### src/rtl/triangle_decoder.sv
// Triangle-wave stream checker: tracks direction, flags peaks/troughs,
// measures trough-to-trough period and latches a sticky fault on illegal steps.
module triangle_decoder #(
  parameter int N  = 8,
  parameter int PW = N + 1
) (
  input  logic          clk,
  input  logic          rst,
  input  logic          ena,
  input  logic [N-1:0]  sample,
  output logic          dir,
  output logic          locked,
  output logic          peak,
  output logic          trough,
  output logic [PW-1:0] period,
  output logic          period_valid,
  output logic          fault
);

  localparam logic [2:0] S_EMPTY = 3'd0;
  localparam logic [2:0] S_ACQ   = 3'd1;
  localparam logic [2:0] S_UP    = 3'd2;
  localparam logic [2:0] S_DOWN  = 3'd3;
  localparam logic [2:0] S_FAULT = 3'd4;

  localparam logic [N:0]    ONE_W   = {{N{1'b0}}, 1'b1};
  localparam logic [N:0]    MAX_W   = {1'b0, {N{1'b1}}};
  localparam logic [PW-1:0] CNT_ONE = {{(PW-1){1'b0}}, 1'b1};
  localparam logic [PW-1:0] CNT_MAX = {PW{1'b1}};

  logic [2:0]    state;
  logic [2:0]    state_nxt;
  logic [N-1:0]  prev;
  logic [PW-1:0] count;
  logic          armed;
  logic [N:0]    prev_w;
  logic [N:0]    sample_w;
  logic          step_up;
  logic          step_down;
  logic          at_max;
  logic          at_zero;
  logic          peak_nxt;
  logic          trough_nxt;

  // Widened by one bit so MAX+1 and 0-1 never alias onto legal samples.
  assign prev_w    = {1'b0, prev};
  assign sample_w  = {1'b0, sample};
  assign step_up   = (sample_w == prev_w + ONE_W) && (prev_w != MAX_W);
  assign step_down = (sample_w == prev_w - ONE_W) && (prev != '0);
  assign at_max    = (sample == {N{1'b1}});
  assign at_zero   = (sample == '0);

  always_comb begin
    // NOTE: every output of this block gets a default first, so no path can infer a latch.
    state_nxt  = state;
    peak_nxt   = 1'b0;
    trough_nxt = 1'b0;
    case (state)
      S_EMPTY: state_nxt = S_ACQ;
      S_ACQ: begin
        if (step_up) begin
          state_nxt = at_max ? S_DOWN : S_UP;
          peak_nxt  = at_max;
        end else if (step_down) begin
          state_nxt  = at_zero ? S_UP : S_DOWN;
          trough_nxt = at_zero;
        end else begin
          state_nxt = S_FAULT;
        end
      end
      S_UP: begin
        if (step_up) begin
          state_nxt = at_max ? S_DOWN : S_UP;
          peak_nxt  = at_max;
        end else begin
          state_nxt = S_FAULT;
        end
      end
      S_DOWN: begin
        if (step_down) begin
          state_nxt  = at_zero ? S_UP : S_DOWN;
          trough_nxt = at_zero;
        end else begin
          state_nxt = S_FAULT;
        end
      end
      S_FAULT: state_nxt = S_FAULT;
      default: state_nxt = S_FAULT;
    endcase
  end

  always_ff @(posedge clk) begin
    // NOTE: sequential state uses non-blocking assignments so every register samples pre-edge values.
    if (rst) begin
      state        <= S_EMPTY;
      prev         <= '0;
      count        <= '0;
      armed        <= 1'b0;
      dir          <= 1'b0;
      locked       <= 1'b0;
      peak         <= 1'b0;
      trough       <= 1'b0;
      period       <= '0;
      period_valid <= 1'b0;
      fault        <= 1'b0;
    end else begin
      peak         <= 1'b0;
      trough       <= 1'b0;
      period_valid <= 1'b0;
      if (ena && state != S_FAULT) begin
        state  <= state_nxt;
        prev   <= sample;
        peak   <= peak_nxt;
        trough <= trough_nxt;
        locked <= (state_nxt == S_UP) || (state_nxt == S_DOWN);
        fault  <= (state_nxt == S_FAULT);
        if (state_nxt == S_UP)   dir <= 1'b1;
        if (state_nxt == S_DOWN) dir <= 1'b0;

        // The trough sample itself starts the next period, hence the reload to one.
        if (trough_nxt) begin
          if (armed) begin
            period       <= count;
            period_valid <= 1'b1;
          end
          count <= CNT_ONE;
          armed <= 1'b1;
        end else if ((state == S_UP || state == S_DOWN) && count != CNT_MAX) begin
          count <= count + CNT_ONE;
        end
        if (state_nxt == S_FAULT) armed <= 1'b0;
      end
    end
  end

endmodule

### config.mk
export PLATFORM = sky130hd
export DESIGN_NAME = triangle_decoder
export DESIGN_NICKNAME = d
export VERILOG_FILES = /design/src/rtl/triangle_decoder.sv
export SDC_FILE = /design/constraint.sdc
export NUM_CORES = 1
export LEC_CHECK = 0
export BUFFER_PORTS_ARGS = -buffer_cell sky130_fd_sc_hd__buf_2
export CAP_MARGIN = 20
export CORE_MARGIN = 5
export CORE_UTILIZATION = 50
export DETAILED_ROUTE_END_ITERATION = 12
export PLACE_DENSITY = 0.76
export REMOVE_ABC_BUFFERS = 1
export SLEW_MARGIN = 0
export SYNTH_ARGS = -nofsm -noshare
export SYNTH_HDL_FRONTEND = slang
export SYNTH_SLANG_ARGS = --single-unit
### constraint.sdc
create_clock -name clk -period 6.18 [get_ports clk]
set_clock_uncertainty 0.05 [all_clocks]
set_input_delay 0.927 -clock clk [delete_from_list [all_inputs] [get_ports clk]]
set_output_delay 0.927 -clock clk [all_outputs]
set_load 0.01 [all_outputs]
==> results.json, run 1 <==
{
  "status": "complete, no violations",
  "antenna_found_initial": 0,
  "tritoncts.num_buffers": 5,
  "async_reset_ff_share_pct": 0,
  "hp-class": "reg2reg",
  "finalHoldViolCount": 0,
  "reg2regPathDepth": 10,
  "cts.repair.resized": 0,
  "route.detailed.drc": 0,
  "fin_crit_sh_pct": 47.23,
  "gp_congestion": 0.8223,
  "final_area_sq_mm": 0.002316,
  "reg2reg_from": "prev[0]",
  "slew_viol_final": 0,
  "wirelength_mm": 4.703,
  "post_cts_buffers": 0,
  "ant_nets": 0,
  "powerDensity_mw_per_mm2": 230.4,
  "ctsHoldBuffers": 0,
  "cp-start-kind": "register",
  "worstPathMaxFanout": 10,
  "worst_slew_pin_slew_ns": 0.7025,
  "synth.top_cell.area_share_pct": 34.39,
  "fmax_ghz": 0.3426,
  "root_buffer": "clkbuf_8",
  "synth_area_leaders": "dfxtp_1 34%, nor2_1 7.0%, mux2i_1 5.7%, a21oi_1 4.8%, xnor2_1 4.6%",
  "placed_cell_area_sq_mm": 0.002205,
  "grt_pass1_wl_mm": 7.569,
  "cts_sinks": 36,
  "clk_path_buf_depth": 2,
  "min_period_ns": 2.919,
  "wl_per_cell_um": 14.43,
  "critPathArrivalTime_ns": 3.04,
  "relSlewSlack_pct": 53.05,
  "yosys_most_used_dff": "dfxtp_1",
  "clkTransAtPathRegs_ns": 0.08,
  "drt_iter0_drc": 118,
  "port_buffers": 25,
  "required_ns": 6.30,
  "grt_max_degree": 31,
  "tritoncts": "yes",
  "seq_area_frac_synth_pct": 34.39,
  "drv_cap": 0,
  "die_width_um": 74.74,
  "synth_edf_count": 0,
  "reg2reg_slack_ns": 3.26,
  "worstSkewPairLatency_ns": 0.29,
  "syn2layout_area_growth_pct": 10.51,
  "min_path_cells": 2,
  "grt-ovfl-total": 0,
  "yosysWarnings": 0,
  "finalSetupViolations": 0,
  "grt_usage_pct": 17.88,
  "syn_inst": 260,
  "crit_path_end_kind": "register",
  "synth.avg_cell_area_sq_um": 8.061,
  "vias": 1819,
  "synth_seq_cells": 36,
  "ir_drop_v": 0.0001279,
  "critPathKind": "reg2reg",
  "start_util_pct": 52.02,
  "p_leak_nw": 0.9154,
  "syn-cell-area_sq_mm": 0.002096,
  "synth_cell_types": 49,
  "synth_top_area_cell": "dfxtp_1",
  "via_per_inst": 5.580,
  "antenna_cells": 0,
  "finalNetCount": 290,
  "n_fill_cell": 383,
  "die_y_um": 74.74,
  "cts_htree_levels": 2,
  "layout-drive-gt1-share_pct": 17.03,
  "drt_pass1_iterations": 5,
  "final_common_cell": "nor2_1",
  "ios": 26,
  "tns_ns": 0,
  "crit_start": "prev[0]",
  "fp-row-count": 23,
  "rsz0062_at_grt": "no",
  "grt_pass1_vias": 1593,
  "final_cell_mix": "39 x nor2_1, 36 x dfxtp_1, 25 x buf_2",
  "p_total_mw": 0.5336,
  "die_area_sq_mm": 0.005586,
  "min_from": "period[5]",
  "place_hpwl_mm": 3.384,
  "core_sq_mm": 0.004029
}
[state kept, by name, indices dropped and copies added (netlist names)]
register,count
armed,1
count,9
dir,1
fault,1
locked,1
peak,1
period,9
period_valid,1
prev,8
state,3
trough,1
[cells in the mapped netlist, types with 2 or more instances]
cell type  instances
a32oi_1            2
or4_1              3
nand3b_1           2
a21oi_1           20
clkbuf_1           8
buf_2              6
o21a_1             2
xor2_1             7
buf_1              2
a31oi_1            4
o21bai_1           2
xnor2_1           11
a211oi_1           2
o21ai_0            3
nor3_1             7
nor4_4             2
nor2_1            39
a211o_1            2
dfxtp_1           36
nand3_1           14
o221a_2            2
nor2b_1            6
or2_2              3
or2_1              2
ha_1               4
nand4_1            7
nand2_1           21
inv_1              7
mux2i_1           12
a311oi_1           3
[area by class of cell]
type,instances,area [sq um],area share (%)
tap,50,62.56,2.701
multi-input combinational,200,1270,54.84
inverter,7,26.28,1.135
sequential,36,720.7,31.12
clock inverter,3,42.54,1.837
clock buffer,5,68.82,2.971
timing repair buffer,25,125.1,5.402
[worst paths after layout]
path                     to
setup / recovery  period[7]
hold / removal    period[5]
setup reg to reg  period[7]
hold reg to reg   period[5]
[stage by stage]
stage / worst slack, ns / hold WS [ns] / util (%) / std cells
finish: 3.261 / 0.4038 / 57.48 / 326
floorplan: 3.547 / 0.4131 / - / 243
global placement: 3.209 / 0.3914 / 54.72 / 318
detailed placement: 3.143 / 0.3937 / 54.72 / 318
CTS: 3.277 / 0.4044 / 57.48 / 326
global route: 3.024 / 0.4219 / 57.48 / 326
[report_power, final]
part           total [mW]  internal, mW  switching, mW
clock network       0.210         0.119         0.0907
registers           0.249         0.237         0.0121
logic              0.0745        0.0323         0.0422
[per-layer routing]
metal  global-route usage [%]  share of wire (%)  wire, um
met1                    23.54                 48      2246
met2                    28.88                 45      2103
met3                    3.071                6.1       286
met4                    7.708                1.4        67
met5                        0                  0         0
[worst max-delay path, stage by stage, from the launching register on]
cell,delay [ns]
dfxtp_1,0.56
inv_1,0.09
ha_1,0.34
o21bai_1,0.21
a211o_1,0.31
a21oi_1,0.14
nor2_1,0.12
nor4_4,0.58
nand2_4,0.17
mux2i_1,0.18
nor2_1,0.05
[cell families after synthesis]
family / after synthesis / synth area share, %
fa+ha+maj: 4 / 2.388
xor+xnor: 18 / 7.522
flops: 36 / 34.39
mux: 12 / 5.732
compound gates: 49 / 15.52
buf+inv: 24 / 5.015
simple gates: 117 / 29.43
Power figures use the tool's default switching activity.
==> run 2: changes to the inputs <==
- PLACE_DENSITY: 0.76 -> 0.79
- clock period: 6.18 -> 2.4 ns (I/O delays scaled with it)
==> results.json, run 2 (synthesis gave the netlist of run 1 again) <==
{
  "rsz0062_at_grt": "yes",
  "top_regs": "count (9), period (9), prev (8)",
  "reg2reg_slack_ns": 0.08,
  "worstPathMaxFanout": 6,
  "cts_sinks": 36,
  "p_comb_share_pct": 18.2,
  "seqPwrFrac_pct": 48.5,
  "core_sq_mm": 0.004029,
  "fmax_ghz": 0.4311,
  "crit_path_top_delay_cell": "dfxtp_1",
  "ant_nets": 0,
  "ir_drop_v": 0.0003329,
  "hp-class": "in2reg",
  "clk_path_buf_depth": 2,
  "p_sw_share_pct": 29.73,
  "min_period_ns": 2.319,
  "critPathKind": "reg2reg",
  "worstSkewPairLatency_ns": 0.30,
  "start_util_pct": 52.02,
  "reg2reg_from": "prev[4]",
  "r2r-end": "armed",
  "path_cells": "or3_4 -> or2_0 -> o22ai_1 -> nand3_2 -> or2_4 -> a31oi_4 -> o21a_1 -> o221a_2",
  "clkTransAtPathRegs_ns": 0.08,
  "slew_viol_final": 0,
  "crit_buf_inv": 0,
  "clkPwrFrac_pct": 33.3,
  "die_y_um": 74.74,
  "drt_iter0_drc": 154,
  "syn2layout_area_growth_pct": 19.28,
  "intPower_mw": 0.9191,
  "powerDensity_mw_per_mm2": 523.2,
  "grt_max_degree": 31,
  "tns_ns": 0,
  "grt_pass1_vias": 1662,
  "die_width_um": 74.74,
  "finalSetupViolations": 0,
  "critPathArrivalTime_ns": 2.51,
  "min_path_cells": 2,
  "antenna_cells": 0,
  "status": "complete, no violations",
  "wl_per_cell_um": 14.64,
  "drt_pass1_iterations": 4,
  "tritoncts.num_buffers": 5,
  "ios": 26,
  "final_cell_mix": "38 x nor2_1, 33 x dfxtp_1, 25 x buf_2",
  "gp_congestion": 0.9490,
  "die_area_sq_mm": 0.005586,
  "port_buffers": 25,
  "hold_end": "fault",
  "finalHoldViolCount": 0,
  "fin_crit_sh_pct": 96.64,
  "via_per_inst": 5.699,
  "root_buffer": "clkbuf_8",
  "crit_path_end_kind": "register",
  "vias": 1949,
  "tritoncts": "yes",
  "grt_pass1_wl_mm": 7.755,
  "reg2regPathDepth": 8,
  "route.detailed.drc": 0,
  "fp-row-count": 23,
  "antenna_found_initial": 0,
  "cts_htree_levels": 2,
  "min_from": "ena",
  "crit_family": "simple AND/OR/NAND/NOR gates",
  "place_hpwl_mm": 3.343,
  "cp-start-kind": "register",
  "slowest_delay_ns": 0.39,
  "p_leak_nw": 1.001,
  "worst_slew_pin_slew_ns": 0.5592,
  "drv_cap": 0,
  "layout-drive-gt1-share_pct": 27.05,
  "grt_usage_pct": 18.34,
  "holdWs_ns": 0.2805,
  "final_common_cell": "nor2_1",
  "finalNetCount": 306,
  "required_ns": 2.59,
  "relSlewSlack_pct": 62.72,
  "switchingPower_mw": 0.3889,
  "wirelength_mm": 5.007,
  "grt-ovfl-total": 0
}
-- run 2: cell types whose count changed in the layout (fill, tap and decap cells not counted), moves of 2 or more --
cell | before | now
buf_4 | 0 | 14
dfxtp_1 | 36 | 33
or2_4 | 0 | 3
dfxtp_4 | 0 | 2
ha_1 | 4 | 2
nor3_1 | 7 | 5
nor3_2 | 0 | 2
or2_1 | 2 | 0
-- run 2: worst max path at each step --
stage	startpoint	endpoint	slack, ns	cells after the start
floorplan	prev[0]	period[7]	-0.07	10
global placement	prev[2]	count[7]	0.04	8
detailed placement	prev[1]	armed	-0.01	10
CTS	prev[1]	armed	0.03	10
global route	prev[0]	period[8]	-0.06	11
finish	prev[4]	armed	0.08	8
-- run 2: routing by layer --
| metal | GRT usage, % | wire length, um | share of wire, % | vias to the layer above |
|---|---|---|---|---|
| met5 | 0 | 0 | 0 | - |
| met4 | 8.893 | 114 | 2.3 | 0 |
| met3 | 3.338 | 294 | 5.9 | 10 |
| met2 | 30.34 | 2404 | 48 | 58 |
| met1 | 23.01 | 2194 | 44 | 901 |
| li1 | - | - | - | 980 |
-- run 2: metrics by stage --
step	area (sq um)	cells	total power [mW]	setup slack, ns	utilization [%]
CTS	2381	337	1.292	0.03400	59.10
global route	2500	342	1.366	-0.06194	62.05
finish	2500	342	1.308	0.08058	62.05
global placement	2287	329	0.8504	0.03871	56.77
detailed placement	2287	329	0.8562	-0.01168	56.77
floorplan	2017	243	0.7835	-0.06851	-
-- run 2: power by group through the flow --
stage,combinational (mW),sequential (mW),clock (mW)
finish,0.238,0.635,0.436
global route,0.261,0.636,0.469
CTS,0.212,0.634,0.445
detailed placement,0.209,0.648,0
global placement,0.204,0.647,0
floorplan,0.137,0.647,0
-- run 2: final cells by class --
class	count	area [sq um]
inverters	7	26.28
repair buffers	40	241.5
multi-input cells	201	1353
clock buffers	5	68.82
clock inverters	3	18.77
well taps	50	62.56
fillers	343	1529
flip-flops and latches	36	729.5
-- run 2: worst register-to-register path: stages, from the launching register on --
cell and delay (ns):
dfxtp_1 0.39, or3_4 0.37, or2_0 0.21, o22ai_1 0.19
nand3_2 0.14, or2_4 0.31, a31oi_4 0.18, o21a_1 0.22
o221a_2 0.21
-- run 2: repair_timing --
action                                  4_1_cts  5_1_grt
resized for setup                             3       19
gates cloned                                  0        1
hold buffers                                  0        0
setup buffers                                 0        4
pin swaps                                     0        7
endpoints found under the setup margin        8       19
